$ cat config.mk
export PLATFORM = sky130hd
export DESIGN_NAME = fetch_if_id_stage
export DESIGN_NICKNAME = d
export VERILOG_FILES = /design/src/rtl/fetch_pkg.sv /design/src/rtl/fetch_if_id_stage_if_id_reg.sv /design/src/rtl/fetch_if_id_stage.sv
export SDC_FILE = /design/constraint.sdc
export NUM_CORES = 1
export LEC_CHECK = 0
export CORE_MARGIN = 5
export CORE_UTILIZATION = 55
export CTS_CLUSTER_SIZE = 8
export DETAILED_ROUTE_END_ITERATION = 16
export GPL_TIMING_DRIVEN = 1
export PLACE_DENSITY = 0.85
export SETUP_SLACK_MARGIN = 0.02
export SYNTH_ARGS = -nofsm -noshare
export SYNTH_HDL_FRONTEND = slang
export SYNTH_SLANG_ARGS = --single-unit
$ cat constraint.sdc
create_clock -name clk -period 4.8 [get_ports clk]
set_clock_uncertainty 0.15 [all_clocks]
set_input_delay 0.72 -clock clk [delete_from_list [all_inputs] [get_ports clk]]
set_output_delay 0.72 -clock clk [all_outputs]
set_load 0.1 [all_outputs]
$ cat src/rtl/fetch_pkg.sv
// ============================================================================
// Module      : fetch_pkg
// Description : Shared types and constants for the instruction-fetch stage
//               and its IF/ID pipeline register.
// Revision    : 1.0 - initial release
// ============================================================================
`default_nettype none

package fetch_pkg;

    // Architectural no-op used to fill an empty IF/ID slot (mov r0,r0).
    localparam logic [31:0] NOP_INSTR = 32'hE1A0_0000;

    // Sequential fetch increment in bytes.
    localparam int unsigned PC_STEP = 4;

    // Fetch sequencer states.
    typedef enum logic [1:0] {
        REQ   = 2'd0,
        HOLD  = 2'd1,
        DRAIN = 2'd2
    } fetch_state_t;

    // Contents of the IF/ID pipeline register.
    typedef struct packed {
        logic [31:0] instr;
        logic [31:0] pc;
        logic        valid;
    } if_id_t;

    // Increment that sticks at all-ones instead of wrapping.
    function automatic logic [31:0] sat_inc(input logic [31:0] value);
        return (value == 32'hFFFF_FFFF) ? value : value + 32'd1;
    endfunction

endpackage

`default_nettype wire

$ cat src/rtl/fetch_if_id_stage_if_id_reg.sv
// ============================================================================
// Module      : if_id_reg
// Description : IF/ID pipeline register. Flush wins over load and leaves the
//               slot holding an invalid no-op at address zero.
// Revision    : 1.0 - initial release
// ============================================================================
`default_nettype none

module if_id_reg
    import fetch_pkg::*;
(
    input  logic   clk,
    input  logic   rst,
    input  logic   i_load,
    input  logic   i_flush,
    input  if_id_t i_d,
    output if_id_t o_q
);

    localparam if_id_t C_EMPTY = '{instr: NOP_INSTR, pc: 32'h0, valid: 1'b0};

    if_id_t r_q;

    // Register update: reset and flush both empty the slot, load captures d.
    always_ff @(posedge clk) begin
        if (rst) begin
            r_q <= C_EMPTY;
        end else if (i_flush) begin
            r_q <= C_EMPTY;
        end else if (i_load) begin
            r_q <= i_d;
        end
    end

    assign o_q = r_q;

endmodule

`default_nettype wire

$ cat src/rtl/fetch_if_id_stage.sv
// ============================================================================
// Module      : fetch_if_id_stage
// Description : Instruction fetch stage with PC, req/ack instruction-memory
//               sequencer, single-entry hold buffer for stalls, branch
//               redirect with in-flight request draining, and the IF/ID
//               pipeline register feeding decode.
// Options     : FETCH_PERF_CNT_EN - adds saturating fetch/stall counters.
// Revision    : 1.0 - initial release
// ============================================================================
`default_nettype none

module fetch_if_id_stage
    import fetch_pkg::*;
#(
    // The IF/ID struct carries 32-bit fields, so these stay at 32.
    parameter int                ADDR_W   = 32,
    parameter int                INSTR_W  = 32,
    parameter logic [ADDR_W-1:0] RESET_PC = '0
) (
    input  logic               clk,
    input  logic               reset,
    input  logic               stall_in,
    input  logic               branch_taken_in,
    input  logic [ADDR_W-1:0]  branch_target_in,
    output logic               imem_req_out,
    output logic [ADDR_W-1:0]  imem_addr_out,
    input  logic               imem_ack_in,
    input  logic [INSTR_W-1:0] imem_rdata_in,
    output logic [INSTR_W-1:0] if_id_instr_out,
    output logic [ADDR_W-1:0]  if_id_pc_out,
    output logic               if_id_valid_out
`ifdef FETCH_PERF_CNT_EN
    ,
    output logic [31:0]        perf_fetch_cnt_out,
    output logic [31:0]        perf_stall_cnt_out
`endif
);

    // ------------------------------------------------------------------
    // State
    // ------------------------------------------------------------------
    fetch_state_t       r_state;
    logic [ADDR_W-1:0]  r_pc;
    logic [INSTR_W-1:0] r_buf_instr;
    logic [ADDR_W-1:0]  r_buf_pc;
    logic               r_kill;
    // Low for the first cycle after reset so no request overlaps reset.
    logic               r_req_en;

    logic               w_load;
    logic               w_flush;
    if_id_t             w_d;
    if_id_t             w_if_id;

    // ------------------------------------------------------------------
    // Memory request: only the REQ state drives a request.
    // ------------------------------------------------------------------
    assign imem_req_out  = r_req_en && (r_state == REQ);
    assign imem_addr_out = r_pc;

    // IF/ID control derived from the current state and handshake inputs.
    always_comb begin
        w_load  = 1'b0;
        w_flush = 1'b0;
        w_d     = '{instr: imem_rdata_in, pc: r_pc, valid: 1'b1};
        if (r_req_en) begin
            case (r_state)
                REQ: begin
                    if (branch_taken_in) begin
                        w_flush = 1'b1;
                    end else if (imem_ack_in && !stall_in) begin
                        w_load = 1'b1;
                    end else if (!imem_ack_in && !stall_in) begin
                        // Nothing arrived and decode can accept: bubble.
                        w_flush = 1'b1;
                    end
                end
                HOLD: begin
                    if (branch_taken_in) begin
                        w_flush = 1'b1;
                    end else if (!stall_in) begin
                        w_load = 1'b1;
                        w_d    = '{instr: r_buf_instr, pc: r_buf_pc, valid: 1'b1};
                    end
                end
                default: begin
                    // DRAIN: IF/ID was already flushed on entry.
                end
            endcase
        end
    end

    // Fetch sequencer, PC and hold buffer; branch redirect overrides stall.
    always_ff @(posedge clk) begin
        if (reset) begin
            r_state     <= REQ;
            r_pc        <= RESET_PC;
            r_buf_instr <= NOP_INSTR;
            r_buf_pc    <= '0;
            r_kill      <= 1'b0;
            r_req_en    <= 1'b0;
        end else begin
            r_req_en <= 1'b1;
            if (r_req_en) begin
                case (r_state)
                    REQ: begin
                        if (branch_taken_in) begin
                            r_pc <= branch_target_in;
                            if (!imem_ack_in) begin
                                // Request still outstanding: finish it
                                // without letting its data through.
                                r_kill  <= 1'b1;
                                r_state <= DRAIN;
                            end
                        end else if (imem_ack_in) begin
                            if (!stall_in) begin
                                r_pc <= r_pc + ADDR_W'(PC_STEP);
                            end else begin
                                r_buf_instr <= imem_rdata_in;
                                r_buf_pc    <= r_pc;
                                r_state     <= HOLD;
                            end
                        end
                    end
                    HOLD: begin
                        if (branch_taken_in) begin
                            r_pc    <= branch_target_in;
                            r_state <= REQ;
                        end else if (!stall_in) begin
                            // r_pc still addresses the buffered word.
                            r_pc    <= r_pc + ADDR_W'(PC_STEP);
                            r_state <= REQ;
                        end
                    end
                    DRAIN: begin
                        if (branch_taken_in) begin
                            r_pc <= branch_target_in;
                        end
                        if (imem_ack_in && r_kill) begin
                            r_kill  <= 1'b0;
                            r_state <= REQ;
                        end
                    end
                    default: begin
                        r_state <= REQ;
                    end
                endcase
            end
        end
    end

    // ------------------------------------------------------------------
    // IF/ID register
    // ------------------------------------------------------------------
    if_id_reg u_if_id_reg (
        .clk     (clk),
        .rst     (reset),
        .i_load  (w_load),
        .i_flush (w_flush),
        .i_d     (w_d),
        .o_q     (w_if_id)
    );

    assign if_id_instr_out = w_if_id.instr;
    assign if_id_pc_out    = w_if_id.pc;
    assign if_id_valid_out = w_if_id.valid;

`ifdef FETCH_PERF_CNT_EN
    // ------------------------------------------------------------------
    // Performance counters
    // ------------------------------------------------------------------
    logic [31:0] r_perf_fetch_cnt;
    logic [31:0] r_perf_stall_cnt;

    // Saturating counts of valid IF/ID writes and stalled cycles.
    always_ff @(posedge clk) begin
        if (reset) begin
            r_perf_fetch_cnt <= '0;
            r_perf_stall_cnt <= '0;
        end else begin
            if (w_load && !w_flush) begin
                r_perf_fetch_cnt <= sat_inc(r_perf_fetch_cnt);
            end
            if (stall_in) begin
                r_perf_stall_cnt <= sat_inc(r_perf_stall_cnt);
            end
        end
    end

    assign perf_fetch_cnt_out = r_perf_fetch_cnt;
    assign perf_stall_cnt_out = r_perf_stall_cnt;
`endif

endmodule

`default_nettype wire

After elaboration in Yosys (flattened, before gate mapping)
Index checks and enable logic that the tools add are counted.

Bitwise logic cells: 1. Eq/ne operators: 10. Reductions and logical operators: 14. Shifts and indexed selects: 0. Multiply operators: 0. Order comparisons: 0. Divide/modulo/power cells: 0. Add/subtract/negate cells: 1. Muxes and demuxes: 35.

Operator list (count): 65-bit two-way mux (4); 32-bit two-way mux (5); 32-bit case mux with 3 select lines (1); 32-bit by 3-bit adder with 32-bit output, second input constant (1); 1-bit two-way mux (14); 2-bit two-way mux (7); 3-bit inequality test, second input constant (4); 5-bit AND reduction (2); 2-bit inequality test, second input constant (4); 1-bit case mux with 2 select lines (3); 2-bit case mux with 3 select lines (1); 6-bit AND reduction (1); 1-bit logical AND (4); 4-bit AND reduction (1); 3-bit nonzero test (1); 2-bit by 1-bit == test with 1-bit output, second input constant (1); 2-bit == test, second input constant (1); 1-bit zero test (2); 2-bit zero test (1); 2-bit nonzero test (1); 2-bit OR reduction (1); 1-bit NOT (1).

Output and inout port bits: 98. Bits of input ports: 69. Bits in read-only memories: 0. Bits in latches: 0. Memories: 0. RAM bits: 0. Register bits: 165.

Longest topological paths before layout
Gate-level depths: netlist (run 1).

Word-level depth: 8. Gate-level depth with buffers: 9.

Hierarchy
A second synthesis (run 1) with hierarchy kept.

Cell total of the unflattened synthesis: 872. Area, all modules: 7651.1 um2.

By module, submodules not included: fetch_if_id_stage (seq. area each 2001.9 um2, cells each 661, instances 1, area an instance 5345.1 um2); if_id_reg (seq. area each 1301.2 um2, cells each 211, instances 1, area an instance 2306.0 um2).

Least setup slack after synthesis (run 1)
Ideal clock, no wire load.

Path type: reg-to-output. From: register r_state[0]. To: output imem_req_out. Buffers on the path: 3. Required time: 3.930 ns. Data arrival time: 2.960 ns. Setup slack: 0.970 ns. Stages on the path, launching flop included: 5. Cell sequence: dfxtp_1 > buf_2 > buf_1 > buf_1 > nor3_1.

Cells in the longest elaborated chain, start to end: 2.

Ends and longest elaborated chain: start: declaration (line fetch_if_id_stage.sv:42) `fetch_state_t r_state;`; start signal: assignment (line fetch_if_id_stage.sv:96) `r_state <= REQ;`; start signal: assignment (line fetch_if_id_stage.sv:113) `r_state <= DRAIN;`; start signal: assignment (line fetch_if_id_stage.sv:121) `r_state <= HOLD;`; 2-bit zero test (line fetch_if_id_stage.sv:58) `assign imem_req_out = r_req_en && (r_state == REQ);`; 1-bit logical AND (line fetch_if_id_stage.sv:58); end: declaration (line fetch_if_id_stage.sv:25) `output logic imem_req_out,`.

No other way between the ends.

Worst setup path after layout (run 1)
Same ends and word-level chain as after synthesis.

==> summary.txt, run 1 <==
Run status
  – Status: finished clean

Drt
  – Met2 Wirelength: 9954 um
  – Post-Route WL: 21470 um
  – Highest metal used: met4
  – Wire per inst: 17.06 um
  – Met3 Wirelength: 1916 um
  – Via density: 5.955
  – ANT nets after route: 0
  – Drt first pass iters: 8
  – DRC Markers: 0
  – Metal-1 WL: 9323 um
  – Total number of vias: 7492
  – DR iter-0 viols: 748

Clocking
  – # resized after CTS: 0
  – Number of hold buffers added after cts: 0
  – CTS sink count: 165
  – Num CTS Buffers: 17
  – Post-CTS setup buffer count: 0
  – Clock buffer depth: 2
  – Root Driver: clkbuf_16
  – CTS H-tree lvls: 4
  – Worst-path clk slew: 0.06 ns
  – Skew-Pair Late Insertion Delay: 0.42 ns
  – CTS tree: built

Cells and area
  – Post-Layout Cell Count: 1258
  – Nets@finish: 1142
  – Area grow syn2layout: 29.53%
  – Antenna diodes: 0
  – Proportion of layout cells with a drive suffix above 1: 5.545%

Yosys
  – Post-synthesis sequential area ratio: 44.42%
  – Distinct cells, synth: 67
  – Synth Net Count: 1034
  – #FFs+latches synth: 165
  – Ys async rst share: 0%
  – Number of enable flip-flop cells after synthesis: 0
  – Primary FF master, synth: dfxtp_1
  – Avg Inst Size Synth: 7.714 sq um
  – Syn Inst Count: 964
  – Synthesized area: 7436 sq um
  – Yosys warning total: 0

STA
  – Slew Limit Fails: 0
  – Hold Fails Final Rpt: 0
  – Slew margin rel.: 30.44%
  – Fmax: 288.7 MHz
  – RSZ-0062 raised after global routing: false
  – Final setup vio count: 0
  – Setup TNS Final: 0 ns
  – Worst-Margin Slew: 1.040 ns
  – Final cycle utilization of the critical path: 72.17%
  – Fin crit period: 3.464 ns

Placed design
  – HPWL after detailed placement: 13620 um
  – Buffers on Ports: 166
  – GP Congestion: 0.8924
  – Dpl cells: 1229

Power
  – Power Density: 350.6 nW/um^2
  – Max IR drop VDD: 0.2379 mV
  – LEAKAGE: 0.003169 uW

Floorplanning
  – Die width: 126.3 um
  – Die height: 126.3 um
  – I/O pin total: 167
  – Initial Util: 56.15%
  – DIE AREA: 15950 sq um
  – Row cnt: 42
  – Core Area: 13240 sq um

GRT
  – First-pass GRT wire length: 34590 um
  – Initial antenna violation count: 0
  – Total gr overflow: 0
  – Total global-route track usage: 26.07%
  – Largest net degree at the start of global routing: 65
  – Vias in the first global route: 6888

Worst setup path
  – CP startpoint kind: register
  – CP max stage delay: 1.23 ns
  – CP delay by family, top: buffers and inverters
  – WP buf/inv: 1
  – Crit path max fanout: 42
  – Setup CP Type: register to primary output
  – CP max-delay cell: clkdlybuf4s50_1
  – Worst endpoint data arrival time: 2.59 ns
  – CP endpoint kind: primary output
  – Crit path required time: 3.93 ns
  – CP cell instances: nor3_1, clkdlybuf4s50_1

Worst hold path
  – HP Class: register to register

Job
  – Max-cap violations: 0
kinds of logic after synthesis:
family	synth area share (%)
muxes	0.2860
AOI/OAI and AO/OA	21.30
buffers and inverters	5.990
DFF	44.42
and+or+nand+nor	27.83
adders and majority gates	0.1682
final timing paths:
check                           end           start  slack, ns  cells after the start
setup / recovery       imem_req_out      r_state[0]       1.34                      2
hold / removal       r_buf_instr[3]  r_buf_instr[3]       0.30                      2
setup reg to reg  imem_addr_out[16]      r_state[0]       1.64                      5
hold reg to reg      r_buf_instr[3]  r_buf_instr[3]       0.30                      2
final cells by class:
type                    count  area, sq um
fillers                  1048         3611
well taps                 176        220.2
clock inverters             6        105.1
clock buffers              23        447.9
repair buffers            181         1797
multi-input cells         699         3727
flip-flops and latches    165         3304
inverters                   8        30.03
cell usage after synthesis (5+ instances only):
cell type	number	share of area, %
a211o_1	7	0.82
a21oi_1	90	6.1
a22oi_1	7	0.71
a311oi_1	60	7.1
a31oi_1	7	0.59
and3_1	7	0.59
buf_1	9	0.45
buf_2	13	0.87
clkbuf_1	60	3.0
dfxtp_1	165	44
inv_1	8	0.40
nand2_1	232	12
nand3_1	92	6.2
nand4_1	6	0.50
nor2_1	82	4.1
nor2b_1	5	0.42
nor3_1	8	0.54
nor4_1	5	0.42
o21ai_0	18	1.2
routing by layer:
metal	vias to the layer above	track usage, %
li1	3630	-
met1	3475	35.42
met2	360	41.66
met3	27	6.139
met4	0	7.445
met5	-	0
where the power goes:
group          internal (uW)  switching [uW]  total, uW
clock                    807             511       1320
sequential              1410            58.0       1470
combinational            172             417        589
per-stage QoR:
stage	setup WS (ns)	hold slack, ns	power (uW)	instance area [sq um]	utilization (%)
after detailed placement	1.220	0.2967	2082	9079	68.56
after global routing	1.236	0.3193	3485	9632	72.73
after floorplan	0.9705	0.2866	1900	7436	-
after CTS	1.356	0.3049	3385	9632	72.73
after global placement	1.306	0.2917	2077	9079	68.56
final	1.336	0.3029	3377	9632	72.73
flip-flops by register name, summed over array words and instances, names as in the netlist:
signal           count
imem_addr_out       32
r_buf_instr         32
r_buf_pc            32
r_kill               1
r_req_en             1
r_state              2
u_if_id_reg.o_q     65
layout by cell type, fill, tap and decap left out, types with 4 or more instances in the layout:
cell type        Yosys  final
a211o_1              7      7
a21oi_1             90     90
a22oi_1              7      7
a311oi_1            60     60
a31oi_1              7      7
and3_1               7      7
buf_4                3     14
clkbuf_1            60      6
clkbuf_16            0     17
clkdlybuf4s50_1      0    165
dfxtp_1            165    164
inv_1                8      8
nand2_1            232    231
nand3_1             92     92
nand4_1              6      6
nor2_1              82     81
nor2b_1              5      5
nor3_1               8      8
nor4_1               5      5
o21ai_0             18     18
or4_1                4      4
worst min-delay path, stage by stage, from the launching register on:
cell and delay, ns:
dfxtp_1 0.31, nand2_1 0.05, a21oi_1 0.05
No activity file was read; power rests on OpenSTA's default activity.
==> run 2: changes to the inputs <==
--- a/config.mk
+++ b/config.mk
@@ -6,11 +6,11 @@
 export NUM_CORES = 1
 export LEC_CHECK = 0
 export CORE_MARGIN = 5
-export CORE_UTILIZATION = 55
+export CORE_UTILIZATION = 51
 export CTS_CLUSTER_SIZE = 8
 export DETAILED_ROUTE_END_ITERATION = 16
 export GPL_TIMING_DRIVEN = 1
-export PLACE_DENSITY = 0.85
+export PLACE_DENSITY = 0.8
 export SETUP_SLACK_MARGIN = 0.02
 export SYNTH_ARGS = -nofsm -noshare
 export SYNTH_HDL_FRONTEND = slang
==> constraint.sdc (replaced) <==
create_clock -name clk -period 3.42 [get_ports clk]
set_clock_uncertainty 0.15 [all_clocks]
set_input_delay 0.513 -clock clk [delete_from_list [all_inputs] [get_ports clk]]
set_output_delay 0.513 -clock clk [all_outputs]
set_load 0.1 [all_outputs]
==> run 2 against run 1 <==
  * Global-route usage fell by 1.1 points
  * Register-to-register slack worse by 0.73 ns
  * Critical path type is now input port to register
  * Via count grew 0.53%
  * Sequential power increased by 40%
  * Critical path depth is 4 higher
  * Flip-flop and latch count is the same
  * Worst hold slack lost 0.049 ns
  * Wire length is 0.92% higher
==> summary.txt, run 2 (synthesized netlist as in run 1, its figures left out) <==
STA
  – Slew margin rel.: 34.12% (+3.7 points)
  – Slew Limit Fails: 0 (unchanged)
  – Fmax: 375.4 MHz
  – Final cycle utilization of the critical path: 77.89%
  – Worst-Margin Slew: 0.9852 ns (-0.05498 ns)
  – Fin crit period: 2.664 ns
  – Final setup vio count: 0 (unchanged)
  – Hold Fails Final Rpt: 0 (unchanged)
  – RSZ-0062 raised after global routing: false
  – Setup TNS Final: 0 ns (unchanged)

Floorplanning
  – Row cnt: 44 (+4.8%)
  – Core Area: 14420 sq um (+8.9%)
  – Die height: 130.8 um (+3.5%)
  – Initial Util: 51.55% (-4.6 points)
  – I/O pin total: 167 (unchanged)
  – Die width: 130.8 um (+3.5%)
  – DIE AREA: 17100 sq um (+7.2%)

Cells and area
  – Area grow syn2layout: 30.37%
  – Most common cell after layout, fill and taps aside: nand2_1
  – Max FFs per register: 65 (unchanged)
  – Nets@finish: 1154 (+1.1%)
  – Final Cell Area: 9694 sq um (+0.65%)
  – Proportion of layout cells with a drive suffix above 1: 10.88% (+5.3 points)
  – Antenna diodes: 0 (unchanged)
  – Most frequent cells in the layout: nand2_1 (231), dfxtp_1 (164), clkdlybuf4s50_1 (123)

Drt
  – Via density: 5.894 (-1.0%)
  – Total number of vias: 7532 (+0.53%)
  – DR iter-0 viols: 665 (-11%)
  – Drt first pass iters: 5 (-3)
  – Wire per inst: 16.95 um (-0.66%)
  – DRC Markers: 0 (unchanged)
  – ANT nets after route: 0 (unchanged)
  – Post-Route WL: 21660 um (+0.92%)

Clocking
  – Skew-Pair Late Insertion Delay: 0.43 ns (about the same)
  – Worst-path clk slew: 0.06 ns (about the same)
  – Clock buffer depth: 2 (unchanged)
  – Post-CTS setup buffer count: 0 (unchanged)
  – CTS H-tree lvls: 4 (unchanged)
  – CTS tree: built
  – Num CTS Buffers: 17 (unchanged)
  – Root Driver: clkbuf_16
  – # resized after CTS: 0 (unchanged)
  – Number of hold buffers added after cts: 0 (unchanged)
  – CTS sink count: 165 (unchanged)

Run status
  – Status: finished clean

Placed design
  – Buffers on Ports: 166 (unchanged)
  – HPWL after detailed placement: 14500 um (+6.4%)
  – GP Congestion: 0.8844 (-0.90%)
  – Post-DP Area: 9116 sq um (+0.41%)

Power
  – Clock share of power: 39.8% (+0.8 points)
  – Sw frac: 29.72% (+0.51 points)
  – Sequential Power Share: 42.8% (-0.7 points)
  – Pint: 3377 uW (+41%)
  – Net Switching: 1428 uW (+45%)
  – LEAKAGE: 0.003317 uW (+4.7%)
  – Max IR drop VDD: 0.5093 mV (+110%)
  – Part of the power in combinational logic: 17.4% (about the same)
  – Power Density: 495.6 nW/um^2 (+41%)

GRT
  – First-pass GRT wire length: 34140 um (-1.3%)
  – Vias in the first global route: 6761 (-1.8%)
  – Total global-route track usage: 24.94% (-1.1 points)
  – Initial antenna violation count: 0 (unchanged)
  – Total gr overflow: 0 (unchanged)
  – Largest net degree at the start of global routing: 49 (-25%)

Job
  – Max-cap violations: 0 (unchanged)

Worst setup path
  – Crit path required time: 3.59 ns (-0.34 ns)
  – R2r startpoint: imem_addr_out[3]
  – Crit path max fanout: 28 (-33%)
  – Setup CP Type: input port to register
  – CP startpoint kind: input port
  – Reg2reg setup slack: 0.91 ns (-0.73 ns)
  – Worst endpoint data arrival time: 2.84 ns (+0.25 ns)
  – R2R depth: 6 (+1)
  – Reg-to-Reg End: imem_addr_out[24]
  – CP endpoint kind: register

Worst hold path
  – HP Class: input port to register
  – Hold Path End: r_buf_pc[20]
  – Worst hold stages: 2 (unchanged)
  – Hold Path Origin: reset
[run 2: cell count changes in the layout (fill, tap and decap cells not counted), sizes merged]
cell,before,now
clkbuf,23,20
buf,16,70
clkdlybuf4s50,165,123
clkinvlp,0,3
[run 2: routing by layer]
| layer | track usage [%] | vias to the layer above | share of wire (%) |
|---|---|---|---|
| met5 | 0 | - | 0 |
| met3 | 4.634 | 31 | 7.9 |
| li1 | - | 3657 | - |
| met4 | 7.925 | 0 | 1.5 |
| met1 | 33.59 | 3548 | 43 |
| met2 | 40.74 | 296 | 47 |
[run 2: final cells by class]
class,count,area [sq um]
clock buffer,20,446.7
clock inverter,9,131.4
fill,1234,4730
inverter,8,30.03
multi-input combinational,699,3732
sequential,165,3304
tap,184,230.2
timing repair buffer,193,1819
[run 2: per-stage QoR]
stage | instances | total power (uW) | util (%) | setup WS [ns] | hold WS [ns]
CTS | 1278 | 4819 | 67.21 | 0.7702 | 0.2519
detailed placement | 1249 | 2930 | 63.20 | 0.3283 | 0.2965
global placement | 1249 | 2923 | 63.20 | 0.4753 | 0.2923
finish | 1278 | 4804 | 67.21 | 0.7561 | 0.2543
floorplan | 964 | 2668 | - | 0.3876 | 0.2866
global route | 1278 | 4957 | 67.21 | 0.6101 | 0.2549
[run 2: power groups by stage]
stage                     clock (uW)  sequential, uW  combinational (uW)
after global routing            2010            2070                 881
final                           1910            2060                 835
after global placement             0            2100                 824
after detailed placement           0            2100                 831
after CTS                       1930            2060                 834
after floorplan                    0            2390                 283
[run 2: worst max-delay path by stage]
stage	startpoint	endpoint	slack (ns)	depth (start not counted)
after floorplan	imem_addr_out[2]	imem_addr_out[24]	0.39	7
after global placement	branch_taken_in	imem_addr_out[12]	0.48	6
after detailed placement	branch_taken_in	u_if_id_reg.o_q[55]	0.33	6
after CTS	branch_taken_in	u_if_id_reg.o_q[55]	0.77	6
after global routing	branch_taken_in	u_if_id_reg.o_q[23]	0.61	6
final	branch_taken_in	u_if_id_reg.o_q[55]	0.76	6
[run 2: critical path, cell delays in order]
cell and delay, ns:
clkdlybuf4s50_1 0.70, nor4b_4 0.58, o21a_4 0.46, buf_4 0.26, nor2_1 0.05, a311oi_1 0.25
==> run 3: changes to the inputs <==
--- a/config.mk
+++ b/config.mk
@@ -6,11 +6,11 @@
 export NUM_CORES = 1
 export LEC_CHECK = 0
 export CORE_MARGIN = 5
-export CORE_UTILIZATION = 51
+export CORE_UTILIZATION = 46
 export CTS_CLUSTER_SIZE = 8
 export DETAILED_ROUTE_END_ITERATION = 16
 export GPL_TIMING_DRIVEN = 1
-export PLACE_DENSITY = 0.8
+export PLACE_DENSITY = 0.76
 export SETUP_SLACK_MARGIN = 0.02
 export SYNTH_ARGS = -nofsm -noshare
 export SYNTH_HDL_FRONTEND = slang
==> constraint.sdc (replaced) <==
create_clock -name clk -period 2.4 [get_ports clk]
set_clock_uncertainty 0.15 [all_clocks]
set_input_delay 0.36 -clock clk [delete_from_list [all_inputs] [get_ports clk]]
set_output_delay 0.36 -clock clk [all_outputs]
set_load 0.1 [all_outputs]
==> run 3 against run 2 <==
  * Combinational power grew 51%
  * First-iteration DRC count up 1.7%
  * Global-route usage decreased by 1.1 points
  * Flip-flop and latch count did not move
  * Clock-buffer cell count up 1
  * Critical path depth unchanged
==> summary.txt, run 3 (synthesized netlist as in run 1, its figures left out) <==
STA
  – Fin crit period: 2.239 ns
  – Worst-Margin Slew: 0.3819 ns (-0.6032 ns)
  – Hold Fails Final Rpt: 0 (unchanged)
  – RSZ-0062 raised after global routing: false
  – Slew Limit Fails: 0 (unchanged)
  – Final cycle utilization of the critical path: 93.29%
  – Slew margin rel.: 74.54% (+40 points)
  – Fmax: 446.6 MHz
  – Final setup vio count: 0 (unchanged)

Worst setup path
  – Crit path max fanout: 4 (-86%)
  – Worst endpoint data arrival time: 2.41 ns (-0.43 ns)
  – Setup CP Type: register to register
  – Worst setup path end: imem_addr_out[24]
  – Reg2reg setup slack: 0.16 ns (-0.75 ns)
  – R2R depth: 6 (unchanged)
  – Reg-to-Reg End: imem_addr_out[24]
  – CP endpoint kind: register
  – Setup crit start: imem_addr_out[2]
  – Crit path required time: 2.58 ns (-1.01 ns)
  – R2r startpoint: imem_addr_out[2]
  – CP startpoint kind: register

Power
  – LEAKAGE: 0.003618 uW (+9.1%)
  – Power Density: 691.2 nW/um^2 (+39%)
  – Max IR drop VDD: 0.5800 mV (+14%)
  – Power Total: 6901 uW (+44%)

GRT
  – Met1 usage: 31.82% (-1.8 points)
  – Layer carrying the most global-route usage: met2
  – Vias in the first global route: 7088 (+4.8%)
  – Total global-route track usage: 23.88% (-1.1 points)
  – Met3 Use GR: 4.522% (-0.11 points)
  – Largest net degree at the start of global routing: 69 (+41%)
  – GRT met2 Usage: 39.32% (-1.4 points)
  – Initial antenna violation count: 1 (+1)
  – Total gr overflow: 0 (unchanged)
  – First-pass GRT wire length: 36180 um (+6.0%)

Placed design
  – HPWL after detailed placement: 15340 um (+5.8%)
  – Buffers on Ports: 166 (unchanged)
  – GP Congestion: 0.8439 (-4.6%)
  – Post-DP Area: 9389 sq um (+3.0%)

Floorplanning
  – Core Area: 15890 sq um (+10%)
  – Die width: 137.1 um (+4.9%)
  – Die height: 137.1 um (+4.9%)
  – Row cnt: 46 (+4.5%)
  – I/O pin total: 167 (unchanged)
  – Initial Util: 46.81% (-4.7 points)
  – DIE AREA: 18810 sq um (+10%)

Clocking
  – Skew-Pair Late Insertion Delay: 0.43 ns (about the same)
  – Worst-path clk slew: 0.07 ns (about the same)
  – CTS H-tree lvls: 4 (unchanged)
  – CTS sink count: 165 (unchanged)
  – Post-CTS setup buffer count: 0 (unchanged)
  – Clock buffer depth: 2 (unchanged)
  – Number of hold buffers added after cts: 0 (unchanged)
  – Root Driver: clkbuf_16
  – CTS tree: built
  – # resized after CTS: 0 (unchanged)
  – Num CTS Buffers: 17 (unchanged)

Drt
  – Drt first pass iters: 5 (unchanged)
  – DR iter-0 viols: 676 (+1.7%)
  – Wire per inst: 16.83 um (-0.68%)
  – ANT nets after route: 0 (unchanged)
  – Total number of vias: 7579 (+0.62%)
  – Post-Route WL: 22610 um (+4.4%)
  – Via density: 5.643 (-4.2%)
  – DRC Markers: 0 (unchanged)

Run status
  – Status: finished clean

Cells and area
  – Max FFs per register: 65 (unchanged)
  – Proportion of layout cells with a drive suffix above 1: 20.50% (+9.6 points)
  – Area of the multi-input gates: 3751 sq um (+0.50%)
  – Most frequent cells in the layout: nand2_1 (231), buf_4 (144), dfxtp_1 (143)
  – Area grow syn2layout: 34.28%
  – Register area: 3346 sq um (+1.2%)
  – Nets@finish: 1184 (+2.6%)
  – Antenna diodes: 0 (unchanged)
  – Final Cell Area: 9985 sq um (+3.0%)
  – Most common cell after layout, fill and taps aside: nand2_1
  – Final-layout fill cell count: 1413 (+15%)

Job
  – Max-cap violations: 0 (unchanged)

Worst hold path
  – HP Class: input port to register
[run 3: cell count changes in the layout (fill, tap and decap cells not counted), sizes merged]
cell           before  now
clkinv              3    4
clkinvlp            3    2
clkdlybuf4s50     123   67
clkbuf             20   21
bufinv              3    1
inv                 8   12
buf                70  156
[run 3: stage by stage]
step	hold slack, ns	setup TNS [ns]	setup WS (ns)	cells	utilization, %
final	0.1854	0	0.1610	1343	62.85
after CTS	0.1763	0	0.1588	1343	62.85
after global placement	0.2919	-0.1530	-0.01489	1311	59.11
after global routing	0.2025	0	0.03638	1343	62.85
after floorplan	0.2866	-0.02975	-0.02975	964	-
after detailed placement	0.2968	-1.293	-0.06320	1311	59.11
[run 3: final cells by class]
class / count / area share [%]
multi-input cells: 699 / 37.57
repair buffers: 223 / 19.95
inverters: 8 / 0.3008
flip-flops and latches: 165 / 33.51
clock inverters: 11 / 1.140
clock buffers: 21 / 4.825
well taps: 216 / 2.707
[run 3: metal layers]
metal  vias up  wire (um)
met5         -         11
met4         2        329
met3        27       1792
met2       284      10610
met1      3549       9867
li1       3717          -
[run 3: power breakdown]
part           leakage, uW  switching [uW]  internal, uW  total [uW]
registers          0.00135             101          2820        2920
clock network     0.000289            1150          1570        2720
logic              0.00198             869           387        1260
[run 3: worst min-delay path by stage]
stage	slack (ns)	startpoint	cells after the start	to
3_5_place_dp	0.30	r_buf_pc[27]	2	r_buf_pc[27]
2_1_floorplan	0.29	r_buf_instr[20]	2	r_buf_instr[20]
4_1_cts	0.18	reset	2	r_state[1]
5_1_grt	0.20	reset	2	imem_addr_out[18]
6_report	0.19	reset	2	r_kill
3_3_place_gp	0.29	r_buf_instr[15]	2	r_buf_instr[15]
[run 3: critical path: stages (launching register included)]
cell and delay [ns]:
dfxtp_4 0.36, ha_4 0.14, nand3_1 0.13, or4_1 0.72
nor3_4 0.28, a31oi_1 0.10, a211o_1 0.27
